[src/rtl/axil_cfg_regs.sv]
// AXI4-Lite responder for the shell's pipeline configuration: ID, scratch, packet counter,
// sticky W1C error status, and the CTRL / QID_MAP fields consumed by the H2C/C2H datapath.
module axil_cfg_regs #(
  parameter int unsigned ADDR_W         = 32,
  parameter logic [31:0] ID_VALUE       = 32'h4D454E53,
  parameter logic [31:0] UNMAPPED_RDATA = 32'h00000000
) (
  input  logic              axil_aclk,
  input  logic              axil_aresetn,
  input  logic              s_axil_awvalid,
  input  logic [ADDR_W-1:0] s_axil_awaddr,
  output logic              s_axil_awready,
  input  logic              s_axil_wvalid,
  input  logic [31:0]       s_axil_wdata,
  output logic              s_axil_wready,
  output logic              s_axil_bvalid,
  output logic [1:0]        s_axil_bresp,
  input  logic              s_axil_bready,
  input  logic              s_axil_arvalid,
  input  logic [ADDR_W-1:0] s_axil_araddr,
  output logic              s_axil_arready,
  output logic              s_axil_rvalid,
  output logic [31:0]       s_axil_rdata,
  output logic [1:0]        s_axil_rresp,
  input  logic              s_axil_rready,
  input  logic              pkt_inc,
  input  logic [7:0]        err_set,
  output logic [31:0]       cfg_ctrl,
  output logic [31:0]       cfg_qid_map
);

  localparam logic [1:0] RESP_OKAY   = 2'b00;
  localparam logic [1:0] RESP_SLVERR = 2'b10;

  typedef enum logic [2:0] {
    REG_ID, REG_SCRATCH, REG_PKT_CNT, REG_ERR, REG_CTRL, REG_QID_MAP, REG_NONE
  } reg_sel_e;

  // The two low address bits are don't-care; everything above must match exactly.
  function automatic reg_sel_e decode(input logic [ADDR_W-1:0] addr);
    logic [ADDR_W-1:0] word;
    word = addr & ~ADDR_W'(3);
    case (word)
      ADDR_W'(32'h0000_0000): return REG_ID;
      ADDR_W'(32'h0000_0004): return REG_SCRATCH;
      ADDR_W'(32'h0000_0008): return REG_PKT_CNT;
      ADDR_W'(32'h0000_000C): return REG_ERR;
      ADDR_W'(32'h0000_1000): return REG_CTRL;
      ADDR_W'(32'h0000_2000): return REG_QID_MAP;
      default:                return REG_NONE;
    endcase
  endfunction

  logic        aw_latched, w_latched;
  logic        aw_latched_d, w_latched_d, bvalid_d, rvalid_d;
  reg_sel_e    wr_sel, rd_sel;
  logic [31:0] wdata_q;
  logic [31:0] scratch, pkt_cnt;
  logic [7:0]  err, err_clr;
  logic        aw_hs, w_hs, b_hs, ar_hs, r_hs, commit;
  logic [1:0]  wr_resp, rd_resp;
  logic [31:0] rd_data;

  assign aw_hs  = s_axil_awvalid & s_axil_awready;
  assign w_hs   = s_axil_wvalid  & s_axil_wready;
  assign b_hs   = s_axil_bvalid  & s_axil_bready;
  assign ar_hs  = s_axil_arvalid & s_axil_arready;
  assign r_hs   = s_axil_rvalid  & s_axil_rready;
  assign commit = aw_latched & w_latched & ~s_axil_bvalid;
  assign rd_sel = decode(s_axil_araddr);

  // NOTE: every variable assigned in always_comb gets a default first, so no path can infer a latch.
  always_comb begin
    aw_latched_d = aw_latched;
    w_latched_d  = w_latched;
    bvalid_d     = s_axil_bvalid;
    if (aw_hs) aw_latched_d = 1'b1;
    if (w_hs)  w_latched_d  = 1'b1;
    if (commit) begin
      aw_latched_d = 1'b0;
      w_latched_d  = 1'b0;
      bvalid_d     = 1'b1;
    end
    if (b_hs) bvalid_d = 1'b0;
  end

  always_comb begin
    wr_resp = RESP_SLVERR;
    if (wr_sel inside {REG_SCRATCH, REG_ERR, REG_CTRL, REG_QID_MAP}) wr_resp = RESP_OKAY;
    err_clr = (commit && wr_sel == REG_ERR) ? wdata_q[7:0] : 8'h00;
  end

  // Readies are registered so they stay low through reset and rise on the first edge after it.
  // NOTE: sequential state uses non-blocking assignments so every flop samples pre-edge values.
  always_ff @(posedge axil_aclk or negedge axil_aresetn) begin
    if (!axil_aresetn) begin
      aw_latched     <= 1'b0;
      w_latched      <= 1'b0;
      wr_sel         <= REG_NONE;
      wdata_q        <= '0;
      s_axil_awready <= 1'b0;
      s_axil_wready  <= 1'b0;
      s_axil_bvalid  <= 1'b0;
      s_axil_bresp   <= RESP_OKAY;
    end else begin
      aw_latched     <= aw_latched_d;
      w_latched      <= w_latched_d;
      s_axil_bvalid  <= bvalid_d;
      s_axil_awready <= !aw_latched_d && !bvalid_d;
      s_axil_wready  <= !w_latched_d && !bvalid_d;
      if (aw_hs)  wr_sel       <= decode(s_axil_awaddr);
      if (w_hs)   wdata_q      <= s_axil_wdata;
      if (commit) s_axil_bresp <= wr_resp;
    end
  end

  // Error bits are sticky: a set pulse in the same cycle as a W1C clear wins.
  always_ff @(posedge axil_aclk or negedge axil_aresetn) begin
    if (!axil_aresetn) begin
      scratch     <= '0;
      pkt_cnt     <= '0;
      err         <= '0;
      cfg_ctrl    <= '0;
      cfg_qid_map <= '0;
    end else begin
      pkt_cnt <= pkt_cnt + 32'(pkt_inc);
      err     <= (err & ~err_clr) | err_set;
      if (commit) begin
        case (wr_sel)
          REG_SCRATCH: scratch     <= wdata_q;
          REG_CTRL:    cfg_ctrl    <= wdata_q;
          REG_QID_MAP: cfg_qid_map <= wdata_q;
          default:     ;
        endcase
      end
    end
  end

  always_comb begin
    rd_data = UNMAPPED_RDATA;
    rd_resp = RESP_OKAY;
    case (rd_sel)
      REG_ID:      rd_data = ID_VALUE;
      REG_SCRATCH: rd_data = scratch;
      REG_PKT_CNT: rd_data = pkt_cnt;
      REG_ERR:     rd_data = {24'h0, err};
      REG_CTRL:    rd_data = cfg_ctrl;
      REG_QID_MAP: rd_data = cfg_qid_map;
      default:     rd_resp = RESP_SLVERR;
    endcase
  end

  assign rvalid_d = ar_hs ? 1'b1 : (r_hs ? 1'b0 : s_axil_rvalid);

  always_ff @(posedge axil_aclk or negedge axil_aresetn) begin
    if (!axil_aresetn) begin
      s_axil_arready <= 1'b0;
      s_axil_rvalid  <= 1'b0;
      s_axil_rdata   <= '0;
      s_axil_rresp   <= RESP_OKAY;
    end else begin
      s_axil_rvalid  <= rvalid_d;
      s_axil_arready <= !rvalid_d;
      if (ar_hs) begin
        s_axil_rdata <= rd_data;
        s_axil_rresp <= rd_resp;
      end
    end
  end

endmodule

[config.mk]
export PLATFORM = sky130hd
export DESIGN_NAME = axil_cfg_regs
export DESIGN_NICKNAME = d
export VERILOG_FILES = /design/src/rtl/axil_cfg_regs.sv
export SDC_FILE = /design/constraint.sdc
export NUM_CORES = 1
export LEC_CHECK = 0
export CORE_MARGIN = 1
export CORE_UTILIZATION = 44
export DETAILED_ROUTE_END_ITERATION = 10
export GPL_ROUTABILITY_DRIVEN = 0
export PLACE_DENSITY = 0.76
export SLEW_MARGIN = 20
export SYNTH_ARGS = -nofsm -noshare
export SYNTH_HDL_FRONTEND = slang
export SYNTH_SLANG_ARGS = --single-unit
[constraint.sdc]
create_clock -name axil_aclk -period 6.01 [get_ports axil_aclk]
set_clock_uncertainty 0.2 [all_clocks]
set_input_delay 1.202 -clock axil_aclk [delete_from_list [all_inputs] [get_ports axil_aclk]]
set_output_delay 1.202 -clock axil_aclk [all_outputs]
set_load 0.02 [all_outputs]
==> results.yml <==
setup_path:
  crit_slowest_cell: "a311o_1"
  startpoint_type: "input port"
  required_ps: 6230
  crit_family: "simple AND/OR/NAND/NOR gates"
  path_class: "in2reg"
  crit_arrival_ps: 4750
  path_max_fanout: 17
  path_cells: "clkdlybuf4s50_1, nor4_1, nand2_1, or4_1, ha_1, o21ai_0, a311o_1, buf_4, o21ai_0, a31oi_1"
  cpMostUsedCell: "o21ai_0"
  max_stage_delay_ps: 740
  critical_path_buf_inv_count: 2
  critPathCaptureType: "flop"
floorplan:
  start_util_pct: 45.57
  boundaryPins: 217
  die_height_um: 147.7
  row_count: 52
  core_region_area_um2: 20490
  die-area_um2: 21810
  chipWidth_um: 147.7
finish:
  regArea_um2: 5308
  multi_input_area_um2: 3862
  layout.cells.non_filler: 1268
  fin_area_um2: 12520
  syn2layout_area_growth_pct: 34.03
  diodes: 0
  fill_cells: 1677
  fin_nets: 1096
  drive_gt1_share_pct: 20.74
flow_run:
  cap_violations: 0
clock_tree:
  ctsRootBufferMaster: "clkbuf_16"
  post-cts-setup-buffers: 0
  clock_sinks: 212
  clk_path_buf_depth: 3
  cts_htree_levels: 1
  post_cts_resized: 0
  clk_pin_slew_ps: 60
  worst_skew_pair.late_latency_ps: 510
  cts_hold_buffers: 0
  cts_tree: "done"
  numCtsBuffers: 23
route:
  drt_iter0_markers: 396
  dr_total_vias: 7111
  dr.pass1.iters: 5
  wl_per_cell_um: 19.64
  final_antenna_net_count: 0
  finalWirelength_mm: 24.90
  drc: 0
  vias_per_cell: 5.608
placement:
  place_inst: 1225
  place_hpwl_mm: 16.39
  place.port_buffers: 210
  dpl_cell_area_um2: 11770
logic_synthesis:
  synth_async_sr_flop_share_pct: 100.0
  synth_cell_types: 53
  synth_most_common_cell: "dfrtp_1"
  synth_ff_type: "dfrtp_1"
  synthMuxAreaShare_pct: 16.63
  synth_xor_area_share_pct: 2.907
  synth-seq-cells: 212
  synth_enable_flop_cells: 0
  synthAdderAreaFrac_pct: 0.4019
  syn-cell-area_um2: 9339
  synth_compound_area_share_pct: 11.33
  avgSynthCellArea_um2: 12.19
  netlist_instances: 766
  synth_top_family_by_area: "multiplexers"
  synth_top_area_share_pct: 56.27
  yosys.area_share.simple_pct: 9.646
  yosys-top-cells-area: "dfrtp_1 56%, mux2_2 17%, nand2_1 2.8%"
  synth_top_area_cell: "dfrtp_1"
  ys_top_cells_by_count: "210 x dfrtp_1, 137 x mux2_2, 69 x nand2_1"
  yosysSeqAreaShare_pct: 56.83
  ys_warn_count: 0
global_routing:
  antenna_found_initial: 0
  grt_pass1_vias: 7378
  grt_usage_pct: 23.29
  grt_start_max_net_pins: 135
  grt-ovfl-total: 0
  grt_pass1_wl_mm: 39.94
sta:
  rsz0062_at_grt: "false"
  relSlewSlack_pct: 25.21
  drv_slew: 0
  period_needed_ps: 4529
  fin_crit_sh_pct: 75.36
  worst_pin_slew_ps: 1107
  setup-tns-final_ps: 0
  hold_viol_final: 0
  max_freq_mhz: 220.8
  setup_viol: 0
run_status:
  status: "complete, no violations"
power:
  peakVddDrop_mv: 0.1856
  p_per_area_nw_per_um2: 330.3
  cellLeakagePower_nw: 5.383
hold_path:
  hold_path_class: "reg2reg"
## flip-flops by register name (all words and copies together) (netlist names), 3 cells and up
name / count
wr_sel: 3
s_axil_rdata: 32
wdata_q: 32
err: 8
cfg_qid_map: 32
pkt_cnt: 32
cfg_ctrl: 32
scratch: 32
## stage by stage
stage / hold WS, ps / power (W) / util, % / worst slack, ps
after global placement: 257.7 / 0.002781 / 57.42 / 1051
after global routing: 291.8 / 0.004327 / 61.07 / 1202
after floorplan: 236.3 / 0.002330 / - / 2213
after CTS: 274.8 / 0.004172 / 60.98 / 1530
after detailed placement: 260.8 / 0.002807 / 57.42 / 1003
final: 269.4 / 0.004134 / 61.07 / 1481
## final timing paths
| kind | end | cells after the start | slack [ps] | from |
|---|---|---|---|---|
| max in group asynchronous | wr_sel[1]$_DFFE_PN1P_ | 2 | 3810 | axil_aresetn |
| min in group asynchronous | s_axil_rdata[28]$_DFFE_PN0P_ | 1 | 620 | axil_aresetn |
| max | s_axil_rdata[30]$_DFFE_PN0P_ | 10 | 1480 | s_axil_araddr[14] |
| min | s_axil_awready$_DFF_PN0_ | 1 | 270 | aw_latched$_DFF_PN0_ |
| max reg2reg | s_axil_rdata[30]$_DFFE_PN0P_ | 6 | 3420 | s_axil_arready$_DFF_PN0_ |
| min reg2reg | s_axil_awready$_DFF_PN0_ | 1 | 270 | aw_latched$_DFF_PN0_ |
## cell usage in the layout, fill, tap and decap left out, types with 11 or more instances in the layout
cell               n
nand2_1           68
o21ai_0           43
clkdlybuf4s50_1  209
a21oi_1           31
nand3_1           15
a31oi_1           11
clkbuf_16         23
nand4_1           13
a221oi_1          21
xnor2_1           20
mux2_2           137
a22o_1            15
inv_1             11
buf_4             15
a21o_1            21
xor2_1            11
nor4_1            15
nor2_1            18
dfrtp_1          210
## power by group
part           switching [W]  internal (W)  leakage, nW  total [W]
registers           0.000243       0.00168         2.77    0.00192
clock network       0.000552      0.000800        0.359    0.00135
logic               0.000390      0.000473         2.25   0.000863
## worst register-to-register path, cell delays in order, from the launching register on
cell and delay [ps]:
dfrtp_1 380, nand2_1 60, buf_4 440, a311o_1 760
buf_4 370, o21ai_0 120, a31oi_1 180
## cell families (layout without fill, tap and decap cells)
logic type | Yosys count | after routing
AND/OR/NAND/NOR | 174 | 174
adder cells (fa/ha/maj) | 3 | 3
buffers and inverters | 48 | 279
AO/OA/AOI/OAI | 159 | 159
XOR/XNOR | 31 | 31
multiplexers | 138 | 138
flip-flops | 212 | 212
other | 1 | 2
## metal layers
| metal | wire length (µm) | GRT usage (%) | vias to the layer above |
|---|---|---|---|
| met2 | 11770 | 38.66 | 275 |
| met4 | 448 | 5.361 | 0 |
| met5 | 0 | 0 | - |
| li1 | - | - | 3233 |
| met3 | 1715 | 3.549 | 37 |
| met1 | 10970 | 32.28 | 3566 |
## area by class of cell
type                       count  area share [%]
sequential                   212           42.40
inverter                      11          0.3299
clock buffer                  34           5.248
timing repair buffer         226           17.89
clock inverter                 8          0.5698
multi-input combinational    507           30.86
tap                          270           2.699
Note: power is estimated with default switching activity, not from simulation.
==> RTL edit 1: new RTL, same settings <==
The parameter `ADDR_W` goes from 32 to 64.
--- a/src/rtl/axil_cfg_regs.sv
+++ b/src/rtl/axil_cfg_regs.sv
@@ -1,7 +1,7 @@
 // AXI4-Lite responder for the shell's pipeline configuration: ID, scratch, packet counter,
 // sticky W1C error status, and the CTRL / QID_MAP fields consumed by the H2C/C2H datapath.
 module axil_cfg_regs #(
-  parameter int unsigned ADDR_W         = 32,
+  parameter int unsigned ADDR_W         = 64,
   parameter logic [31:0] ID_VALUE       = 32'h4D454E53,
   parameter logic [31:0] UNMAPPED_RDATA = 32'h00000000
 ) (
Ports: changed (resized s_axil_araddr and s_axil_awaddr); port bits go from 217 to 281. The function was not compared with the original's and may differ.
==> RTL edit 1 against the original RTL <==
  * Critical path depth is 4 higher
  * Area after synthesis is 0.59% higher
  * Setup slack better by 0.037 ns
  * Wire length up 5.3%
  * Non-clock buffer count rose by 61
  * Largest cell class unchanged
  * Combinational power shrank 9.6%
  * Count of clock-buffer cells in the layout did not move
  * Cell area grew 5.2%
  * Power down 2.4%
  * Sequential cell count did not move
==> RTL edit 1: results (changes against the original RTL) <==
metric	value	unit	change
status	completed		unchanged
non-clock inverter total of the final layout	8		was 11
Final clock-cell share	5.59	%	was 5.82%
R2R cell count	4		was 6
Adder-Cell Fraction of Synth Area	0.506	%	was 0.402%
Layout Nets	1175		was 1,096
dpl hpwl	17.6	mm	was 16.4 mm
Seq/Total Area, Yosys	56.5	%	was 56.8%
grt met1 use	33.0	%	was 32.3%
area share of xor/xnor cells in the synthesized design	2.89	%	was 2.91%
layout cell share with drive strength beyond 1	22.9	%	was 20.7%
filler instances	1653		was 1,677
multi-input combinational area share	29.4	%	was 30.9%
Repair and plain buffers	287		was 226
gr usage total	24.1	%	was 23.3%
Clk network pwr share	33.5	%	was 32.7%
Synth Area in Compound Gates	13.0	%	was 11.3%
Worst VDD drop	240	uV	was 186 uV
Slowest-stage cell, CP	and3b_1		was a311o_1
crit path max fanout	23		was 17
mux contribution to synthesized area	15.2	%	was 16.6%
Worst R2R Setup Slack	3.23	ns	was 3.42 ns
CP Capture Point	s_axil_rdata[14]$_DFFE_PN0P_		was s_axil_rdata[30]$_DFFE_PN0P_
Initial Util	44.8	%	was 45.6%
Worst R2R Start	aw_latched$_DFF_PN0_		was s_axil_arready$_DFF_PN0_
CP max stage delay	0.52	ns	was 0.74 ns
global-route wire length before repair	40.9	mm	was 39.9 mm
vias in the first global route	7311		was 7,378
Logic pwr share	19.3	%	was 20.9%
Multi-input comb cells	464		was 507
drt wl/cell	20.4	um	was 19.6 um
Synth top cells by count	dfrtp_1 (210), mux2_2 (126), nand2_1 (40), nor4_1 (30), a222oi_1 (23)		was dfrtp_1 (210), mux2_2 (137), nand2_1 (69), o21ai_0 (43), a21oi_1 (31)
Synth area leaders	dfrtp_1 (56%), mux2_2 (15%), a22oi_2 (2.7%), a222oi_1 (2.5%), nor4_1 (2.0%)		was dfrtp_1 (56%), mux2_2 (17%), nand2_1 (2.8%), o21ai_0 (2.3%), a221oi_1 (2.0%)
met3 WL	1.65	mm	was 1.72 mm
largest net degree at the start of global routing	127		was 135
relative slew slack	26.9	%	was 25.2%
Hold Path End	err[3]$_DFF_PN0_		was s_axil_awready$_DFF_PN0_
min-delay src	err[3]$_DFF_PN0_		was aw_latched$_DFF_PN0_
WL met2	12.9	mm	was 11.8 mm
-- RTL edit 1: cell count changes after synthesis, moves of 12 or more --
cell      before  now
a21o_1        21    8
a21oi_1       31   10
a221oi_1      21    0
a222oi_1       0   23
a22o_1        15    0
a22oi_1        0   13
a22oi_2        0   20
and3_1         2   14
clkbuf_1      24   10
nand2_1       69   40
nor4_1        15   30
o21ai_0       43   14
o21ai_2        0   20
-- RTL edit 1: stage by stage --
step / cell area [um2] / hold slack, ns / setup WS (ns) / std cells / utilization, %
2_1_floorplan: 9400 / 0.244 / 2.06 / 721 / -
3_3_place_gp: 12400 / 0.261 / 1.04 / 1246 / 59.3
3_5_place_dp: 12400 / 0.267 / 1.02 / 1246 / 59.3
4_1_cts: 13200 / 0.279 / 1.51 / 1287 / 62.8
5_1_grt: 13200 / 0.297 / 1.30 / 1287 / 62.8
6_report: 13200 / 0.277 / 1.52 / 1287 / 62.8
==> RTL edit 2: new RTL, same flow settings <==
Without the edit above. Reset style: synchronous (`axil_aresetn`), changed in 3 clocked blocks.
--- a/src/rtl/axil_cfg_regs.sv
+++ b/src/rtl/axil_cfg_regs.sv
@@ -92,7 +92,7 @@
 
   // Readies are registered so they stay low through reset and rise on the first edge after it.
   // NOTE: sequential state uses non-blocking assignments so every flop samples pre-edge values.
-  always_ff @(posedge axil_aclk or negedge axil_aresetn) begin
+  always_ff @(posedge axil_aclk) begin
     if (!axil_aresetn) begin
       aw_latched     <= 1'b0;
       w_latched      <= 1'b0;
@@ -115,7 +115,7 @@
   end
 
   // Error bits are sticky: a set pulse in the same cycle as a W1C clear wins.
-  always_ff @(posedge axil_aclk or negedge axil_aresetn) begin
+  always_ff @(posedge axil_aclk) begin
     if (!axil_aresetn) begin
       scratch     <= '0;
       pkt_cnt     <= '0;
@@ -152,7 +152,7 @@
 
   assign rvalid_d = ar_hs ? 1'b1 : (r_hs ? 1'b0 : s_axil_rvalid);
 
-  always_ff @(posedge axil_aclk or negedge axil_aresetn) begin
+  always_ff @(posedge axil_aclk) begin
     if (!axil_aresetn) begin
       s_axil_arready <= 1'b0;
       s_axil_rvalid  <= 1'b0;
Behaviour: differs if axil_aresetn is asserted again (counterexample within 4 cycles, from zero or initial values and one cycle with axil_aresetn low); with axil_aresetn held inactive, the same outputs for 4 cycles.
==> RTL edit 2 against the original RTL <==
  * Area after synthesis increased by 1.3%
  * Core utilization decreased by 2.4 points
  * Sequential cell count unchanged
  * Wire length increased by 10%
  * Global-route usage increased by 1.5 points
  * Synthesized cell count increased by 45%
  * Critical path depth increased by 2
  * Non-clock buffer count decreased by 1
  * Setup slack got worse by 0.075 ns
  * Cell area decreased by 1.4%
Power is not compared: it rests on default switching activity, and its combinational part moved more than twofold at a synthesized area within 25%.
==> RTL edit 2: results (changes against the original RTL) <==
metric	value	unit	change
initial DRC count	764		was 396
# placed instances	1530		was 1,225
Synth Area in Compound Gates	24.0	%	was 11.3%
met3 WL	1.45	mm	was 1.72 mm
clk_lat worst skew	0.49	ns	was 0.51 ns
Syn Area/Cell	8.50	um2	was 12.2 um2
WL met2	12.4	mm	was 11.8 mm
met2 GRT Util	38.4	%	was 38.7%
crit path max fanout	26		was 17
cell family with most CP delay	compound AO/OA/AOI/OAI gates		was simple AND/OR/NAND/NOR gates
Worst VDD drop	174	uV	
Adder-Cell Fraction of Synth Area	0.621	%	was 0.402%
largest net degree at the start of global routing	117		was 135
global-route wire length before repair	43.9	mm	was 39.9 mm
Layout Nets	1395		was 1,096
CP max stage delay	0.47	ns	was 0.74 ns
via count	8622		was 7,111
filler instances	1848		was 1,677
Synth area leaders	dfxtp_1 (45%), a21boi_0 (12%), nand2_1 (12%), clkbuf_1 (2.3%), a22oi_1 (2.1%)		was dfrtp_1 (56%), mux2_2 (17%), nand2_1 (2.8%), o21ai_0 (2.3%), a221oi_1 (2.0%)
gr usage total	24.8	%	was 23.3%
Max clock buf depth	3		unchanged
Synth top cells by count	nand2_1 (293), dfxtp_1 (212), a21boi_0 (147), clkbuf_1 (57), nor2_1 (40)		was dfrtp_1 (210), mux2_2 (137), nand2_1 (69), o21ai_0 (43), a21oi_1 (31)
area share of xor/xnor cells in the synthesized design	1.94	%	was 2.91%
DP Worst Slack	1.04	ns	was 1.00 ns
grt met1 use	35.9	%	was 32.3%
Overall Power	3.01	mW	
layout cell share with drive strength beyond 1	6.57	%	was 20.7%
Slowest-stage cell, CP	o21ai_0		was a311o_1
met3 track demand over resource	2.70	%	was 3.55%
status	completed		unchanged
DP Area	11600	um2	was 11,800 um2
Synth async-reset ratio	0	%	was 100%
Vias/cell	5.50		was 5.61
Seq/Total Area, Yosys	44.8	%	was 56.8%
HP Class	reg -> reg		unchanged
Critical Path AT	4.82	ns	was 4.75 ns
top cell type's share of synthesized area	44.8	%	was 56.3%
worst slew pin tran	1.08	ns	was 1.11 ns
met1 wire length	13.0	mm	was 11.0 mm
post-synth cell types	62		was 53
Post-Route WL	27.5	mm	was 24.9 mm
dpl hpwl	19.1	mm	was 16.4 mm
vias in the first global route	8193		was 7,378
## RTL edit 2: cell type report
type                       instances  area (um2)  share of cell area (%)
clock inverter                     7        63.8                   0.517
clock buffer                      31         646                    5.23
multi-input combinational        811        4810                    38.9
timing repair buffer             225        2210                    17.9
sequential                       212        4240                    34.4
inverter                           7        26.3                   0.213
tap                              275         344                    2.79
## RTL edit 2: worst paths after layout
check / startpoint / to / slack (ns) / cells past startpoint
worst min register to register: scratch[19]$_SDFFE_PN0P_ / scratch[19]$_SDFFE_PN0P_ / 0.26 / 2
worst min-delay path: scratch[19]$_SDFFE_PN0P_ / scratch[19]$_SDFFE_PN0P_ / 0.26 / 2
worst max-delay path: s_axil_araddr[2] / s_axil_rdata[14]$_SDFFE_PN0P_ / 1.41 / 12
worst max register to register: s_axil_arready$_SDFF_PN0_ / s_axil_rdata[24]$_SDFFE_PN0P_ / 3.29 / 7
